### src/rtl/serial_addsub_if.sv
// Operand/result bundle for the bit-serial adder/subtractor.
// The master drives a request; the slave returns status and the held result.
interface serial_addsub_if #(
    parameter int WIDTH = 8
);
    logic             start;
    logic             mode;
    logic [WIDTH-1:0] a;
    logic [WIDTH-1:0] b;
    logic             busy;
    logic             done;
    logic [WIDTH-1:0] result;
    logic             carry_out;
    logic             overflow;

    modport master (
        output start, mode, a, b,
        input  busy, done, result, carry_out, overflow
    );

    modport slave (
        input  start, mode, a, b,
        output busy, done, result, carry_out, overflow
    );
endinterface

### src/rtl/serial_addsub.sv
// Bit-serial adder/subtractor: one full-adder cell plus a carry flop, LSB first.
// Subtraction loads ~b and a carry-in of 1; flags are valid with the done pulse.
module serial_addsub #(
    parameter int WIDTH = 8
) (
    input  logic          clk,
    input  logic          rst,
    serial_addsub_if.slave bus
);
    localparam int CW = $clog2(WIDTH);

    typedef enum logic [1:0] {
        IDLE = 2'd0,
        RUN  = 2'd1,
        DONE = 2'd2
    } state_t;

    state_t           state_q;
    logic [WIDTH-1:0] sa_q;
    logic [WIDTH-1:0] sb_q;
    logic [WIDTH-1:0] sr_q;
    logic [WIDTH-1:0] result_q;
    logic [CW-1:0]    cnt_q;
    logic             c_q;
    logic             carry_q;
    logic             ovf_q;

    logic             sum_bit;
    logic             carry_d;
    logic [WIDTH-1:0] sr_d;
    logic             last_bit;
    logic             accept;

    assign sum_bit  = sa_q[0] ^ sb_q[0] ^ c_q;
    assign carry_d  = (sa_q[0] & sb_q[0]) | (sa_q[0] & c_q) | (sb_q[0] & c_q);
    assign sr_d     = {sum_bit, sr_q[WIDTH-1:1]};
    assign last_bit = (cnt_q == CW'(WIDTH - 1));
    // A new request is taken in IDLE and also in DONE, giving back-to-back operation.
    assign accept   = bus.start && (state_q != RUN);

    // NOTE: every datapath register is reset, not just the state, so an aborted
    // operation leaves no stale operand bits and the held outputs read 0 after rst.
    always_ff @(posedge clk or posedge rst) begin
        if (rst) begin
            state_q  <= IDLE;
            sa_q     <= '0;
            sb_q     <= '0;
            sr_q     <= '0;
            result_q <= '0;
            cnt_q    <= '0;
            c_q      <= 1'b0;
            carry_q  <= 1'b0;
            ovf_q    <= 1'b0;
        end else begin
            case (state_q)
                IDLE, DONE: begin
                    if (accept) begin
                        sa_q    <= bus.a;
                        sb_q    <= bus.mode ? ~bus.b : bus.b;
                        c_q     <= bus.mode;
                        cnt_q   <= '0;
                        state_q <= RUN;
                    end else begin
                        state_q <= IDLE;
                    end
                end
                RUN: begin
                    sa_q  <= sa_q >> 1;
                    sb_q  <= sb_q >> 1;
                    sr_q  <= sr_d;
                    c_q   <= carry_d;
                    cnt_q <= cnt_q + CW'(1);
                    // On the MSB bit, c_q is the carry into the MSB and carry_d the carry out.
                    if (last_bit) begin
                        result_q <= sr_d;
                        carry_q  <= carry_d;
                        ovf_q    <= c_q ^ carry_d;
                        state_q  <= DONE;
                    end
                end
                default: state_q <= IDLE;
            endcase
        end
    end

    assign bus.busy      = (state_q == RUN);
    assign bus.done      = (state_q == DONE);
    assign bus.result    = result_q;
    assign bus.carry_out = carry_q;
    assign bus.overflow  = ovf_q;
endmodule

### src/flat_wrapper.sv
// flat-port wrapper written by rule: the top's interface ports become plain ports
module serial_addsub_flat 
#(
    parameter int WIDTH = 8
)
  (clk, rst, bus_start, bus_mode, bus_a, bus_b, bus_busy, bus_done, bus_result, bus_carry_out, bus_overflow);
  serial_addsub_if #(.WIDTH(WIDTH)) bus_i ();
  input  logic clk;
  input  logic rst;
  input wire logic [$bits(bus_i.start)-1:0] bus_start;
  input wire logic [$bits(bus_i.mode)-1:0] bus_mode;
  input wire logic [$bits(bus_i.a)-1:0] bus_a;
  input wire logic [$bits(bus_i.b)-1:0] bus_b;
  output wire logic [$bits(bus_i.busy)-1:0] bus_busy;
  output wire logic [$bits(bus_i.done)-1:0] bus_done;
  output wire logic [$bits(bus_i.result)-1:0] bus_result;
  output wire logic [$bits(bus_i.carry_out)-1:0] bus_carry_out;
  output wire logic [$bits(bus_i.overflow)-1:0] bus_overflow;
  assign bus_i.start = bus_start;
  assign bus_i.mode = bus_mode;
  assign bus_i.a = bus_a;
  assign bus_i.b = bus_b;
  assign bus_busy = bus_i.busy;
  assign bus_done = bus_i.done;
  assign bus_result = bus_i.result;
  assign bus_carry_out = bus_i.carry_out;
  assign bus_overflow = bus_i.overflow;
  serial_addsub #(.WIDTH(WIDTH)) u_core (.clk(clk), .rst(rst), .bus(bus_i));
endmodule
### config.mk
export PLATFORM = sky130hd
export DESIGN_NAME = serial_addsub_flat
export DESIGN_NICKNAME = d
export VERILOG_FILES = /design/src/rtl/serial_addsub_if.sv /design/src/rtl/serial_addsub.sv /design/src/flat_wrapper.sv
export SDC_FILE = /design/constraint.sdc
export NUM_CORES = 1
export LEC_CHECK = 0
export ABC_CLOCK_PERIOD_IN_PS = 2300
export CORE_ASPECT_RATIO = 0.6
export CORE_MARGIN = 10
export CORE_UTILIZATION = 54
export CTS_CLUSTER_DIAMETER = 80
export CTS_CLUSTER_SIZE = 40
export DETAILED_ROUTE_END_ITERATION = 8
export PLACE_DENSITY = 0.83
export SLEW_MARGIN = 30
export SYNTH_ARGS = -nofsm -noshare
export SYNTH_HDL_FRONTEND = slang
export SYNTH_SLANG_ARGS = --single-unit
### constraint.sdc
create_clock -name clk -period 2.3 [get_ports clk]
set_input_delay 0.46 -clock clk [delete_from_list [all_inputs] [get_ports clk]]
set_output_delay 0.46 -clock clk [all_outputs]
set_load 0.03 [all_outputs]
==> results.txt <==
----------------------------------------------------
[CTS]
  Post-CTS Setup Inserts ... 0
  H-Tree Level Count ... 2
  Clk buf depth ... 2
  Clock insertion delay at the later pin of the skew report ... 0.28 ns
  Cell at the root of the clock tree ... clkbuf_8
  Hold buffer count at CTS ... 0
  # clock sinks ... 39
  Number of buffers inserted during clock tree synthesis ... 5
  Resized Gates After CTS ... 0
  Clock transition at path regs ... 0.07 ns
  CTS tree ... done

[Logic synthesis]
  Total of warnings raised by yosys ... 0
  Count of different cell masters after synthesis ... 21
  Syn Nets ... 146
  Synth Instances ... 123
  Synth top area share ... 58.3%
  Cell taking the most area after synthesis ... dfrtp_1
  Sequential-to-total area share from yosys stat ... 58.3%
  Avg Cell Area, Syn ... 13.6 um2
  Synthesized flop and latch total ... 39
  Largest cells by area after synthesis ... dfrtp_1, mux2_2, a22o_1, a221o_1, xnor2_1
  Netlist Area Pre-Place ... 1670 um2

[Hold path]
  Cell depth of the worst hold path ... 1
  Destination of the worst hold path ... u_core.sa_q[1]
  Beginning of the worst hold path ... u_core.sa_q[1]
  Type of the worst min-delay path ... flop to flop

[Worst setup path]
  End of the worst register-to-register path ... u_core.cnt_q[0]
  Reg2Reg Launch Point ... u_core.state_q[0]
  Required time at the endpoint of the critical path ... 1.84 ns
  Critical path start-end classification ... flop to output pin
  Startpoint type of the worst setup path ... flop
  Worst reg2reg path depth ... 4
  CP Max Fanout ... 5
  Critical Path End Type ... output pin
  Worst Path Arrival ... 1.52 ns
  Internal reg-to-reg setup slack ... 0.50 ns

[Timing]
  Actual slew at the worst max-slew pin ... 0.777 ns
  Final setup vio count ... 0
  Clock period minus worst slack ... 1.98 ns
  Clock Skews ... 0.00444 ns
  Slew headroom ... 48.1%
  Maximum operating frequency ... 506 MHz
  Setup repair after global routing missed its margin ... no
  Final hold viol count ... 0
  Aggregate negative setup slack ... 0 ns
  Number of pins with negative max-slew slack in the final report ... 0
  Tcrit/Tclk final ... 85.9%
  Smallest hold slack ... 0.492 ns

[Layout]
  Nets@finish ... 179
  Layout-stage area growth over the synthesis result ... 25.3%
  Non-filler instance count after layout ... 198
  Fraction of layout instances using a drive strength above 1 ... 19.9%
  Antenna cell count ... 0

[Power and ir drop]
  Proportion of power drawn by combinational gates ... 44.7%
  Power consumption ... 3.06 mW
  P_leak ... 0.974 nW
  Total net switching power ... 1.11 mW
  Sequential fraction of design power ... 40.4%
  Switching part of the total power ... 36.2%
  Clock network power share ... 14.8%
  Maximum vdd drop ... 0.775 mV
  Total power divided by cell area ... 1460 nW/um2
  Internal power consumption ... 1.95 mW

[GRT]
  Met1 Track Usage GR ... 13.7%
  Wire length of the first global-routing pass ... 5950 um
  Maximum number of pins on one net before global-route repair ... 40
  Congestion Overflow GR ... 0
  Met2 Track Usage GR ... 21.2%
  Global Route met3 Usage ... 5.20%
  Most heavily used metal layer in global routing ... met2
  Global routing usage summed across all routing layers ... 12.7%
  Number of global-route vias before repair ... 1245
  Antenna violations before repair ... 0

[Route]
  Post-route DRC ... 0
  Drt total wl ... 3510 um
  Detailed Route Iter0 Violations ... 59
  Total vias in the final route ... 1094
  Post-route ant nets ... 0
  TritonRoute pass-1 iters ... 4
  Per-cell routed wire length ... 17.7 um
  Mean number of vias per cell ... 5.53

[Floorplan]
  Count of pins on the block boundary ... 32
  Row Count ... 15
  Width of the die ... 91.9 um
  Area of the die ... 5800 um2
  Height of the die ... 63.1 um
  Initial core utilization ... 57.2%
  Area of the placeable core ... 2930 um2

[Place]
  Post-detail-place hpwl ... 2470 um
  Last weighted congestion value of the routability-driven placer ... 0.768
  Count of buffers from port buffering ... 31
  Placed Cells incl. Taps ... 191

[Run]
  Number of maximum-capacitance constraint violations ... 0

[Run status]
  Result of the run ... completed

----------------------------------------------------
-- power by group through the flow --
stage	Combinational (mW)	Sequential, mW	Clock (mW)
after global placement	1.31	1.21	0
after global routing	1.50	1.27	0.492
after floorplan	0.834	1.35	0
after CTS	1.39	1.23	0.463
final	1.37	1.24	0.454
after detailed placement	1.38	1.24	0
-- cell type report --
class / count / area, um2
repair buffers: 35 / 338
clock buffers: 6 / 82.6
well taps: 42 / 52.6
inverters: 3 / 11.3
multi-input cells: 72 / 632
clock inverters: 1 / 5.00
fillers: 203 / 831
flip-flops and latches: 39 / 976
-- worst max path at each step --
stage | cells past startpoint | slack (ns) | startpoint | end
floorplan | 5 | 0.78 | u_core.cnt_q[0] | u_core.bus.result[0]
global placement | 4 | 0.38 | bus_start | u_core.cnt_q[0]
detailed placement | 4 | 0.28 | bus_start | u_core.cnt_q[0]
CTS | 2 | 0.30 | u_core.state_q[0] | bus_done
global route | 2 | 0.27 | u_core.state_q[0] | bus_done
finish | 2 | 0.32 | u_core.state_q[0] | bus_done
-- cell usage after synthesis (all sizes together) --
cell type and n:
a21o 8, a221o 7, a22o 12, buf 7, clkbuf 2, dfrtp 39, fa 1, ha 2
inv 3, mux2 17, nand2 1, nand2b 1, nand3b 1, nor2 8, nor2b 3, o21ai 2
xnor2 8, xor2 1
-- routing by layer --
| layer | vias up | part of all wire [%] |
|---|---|---|
| met5 | - | 0 |
| met4 | 0 | 2.5 |
| li1 | 501 | - |
| met1 | 551 | 42 |
| met3 | 12 | 5.4 |
| met2 | 30 | 50 |
-- cells by family (layout without fill, tap and decap cells) --
kind of cell / count (synthesis) / count (layout) / share of synthesized area (%)
and+or+nand+nor: 14 / 14 / 4.11
muxes: 17 / 17 / 11.4
AOI/OAI and AO/OA: 29 / 29 / 14.6
buffers and inverters: 12 / 45 / 4.11
xor gates and xnor gates: 9 / 9 / 4.71
DFF: 39 / 39 / 58.3
adders and majority gates: 3 / 3 / 2.69
-- metrics by stage --
step                      util (%)  setup slack [ns]  cell area (um2)
after floorplan                  -             0.777             1670
after global placement        68.6             0.379             2010
after detailed placement      68.6             0.276             2010
after CTS                     71.6             0.300             2100
after global routing          71.6             0.270             2100
final                         71.6             0.325             2100
-- worst max-delay path, cell delays in order (launching register included) --
cell             delay (ns)
dfrtp_1                0.44
nor2b_1                0.12
clkdlybuf4s50_1        0.67
-- sequential cells by signal, indices dropped and copies added, names as in the netlist --
| name | count |
|---|---|
| u_core.sa_q | 8 |
| u_core.c_q | 1 |
| u_core.bus.overflow | 1 |
| u_core.sb_q | 8 |
| u_core.cnt_q | 3 |
| u_core.bus.result | 8 |
| u_core.sr_q | 7 |
| u_core.bus.carry_out | 1 |
| u_core.state_q | 2 |
-- layout by cell type, fill, tap and decap left out, types with 2 or more instances in the layout --
| master | synthesis | layout |
|---|---|---|
| mux2_2 | 17 | 17 |
| buf_4 | 1 | 5 |
| inv_1 | 3 | 3 |
| a21o_1 | 8 | 8 |
| xnor2_1 | 8 | 8 |
| clkbuf_8 | 0 | 6 |
| nor2_1 | 7 | 7 |
| nor2b_1 | 3 | 2 |
| o21ai_0 | 2 | 2 |
| dfrtp_1 | 39 | 39 |
| a221o_1 | 7 | 7 |
| clkdlybuf4s50_1 | 0 | 30 |
| a22o_1 | 12 | 12 |
| ha_1 | 2 | 2 |
(Power assumes the default switching activity.)
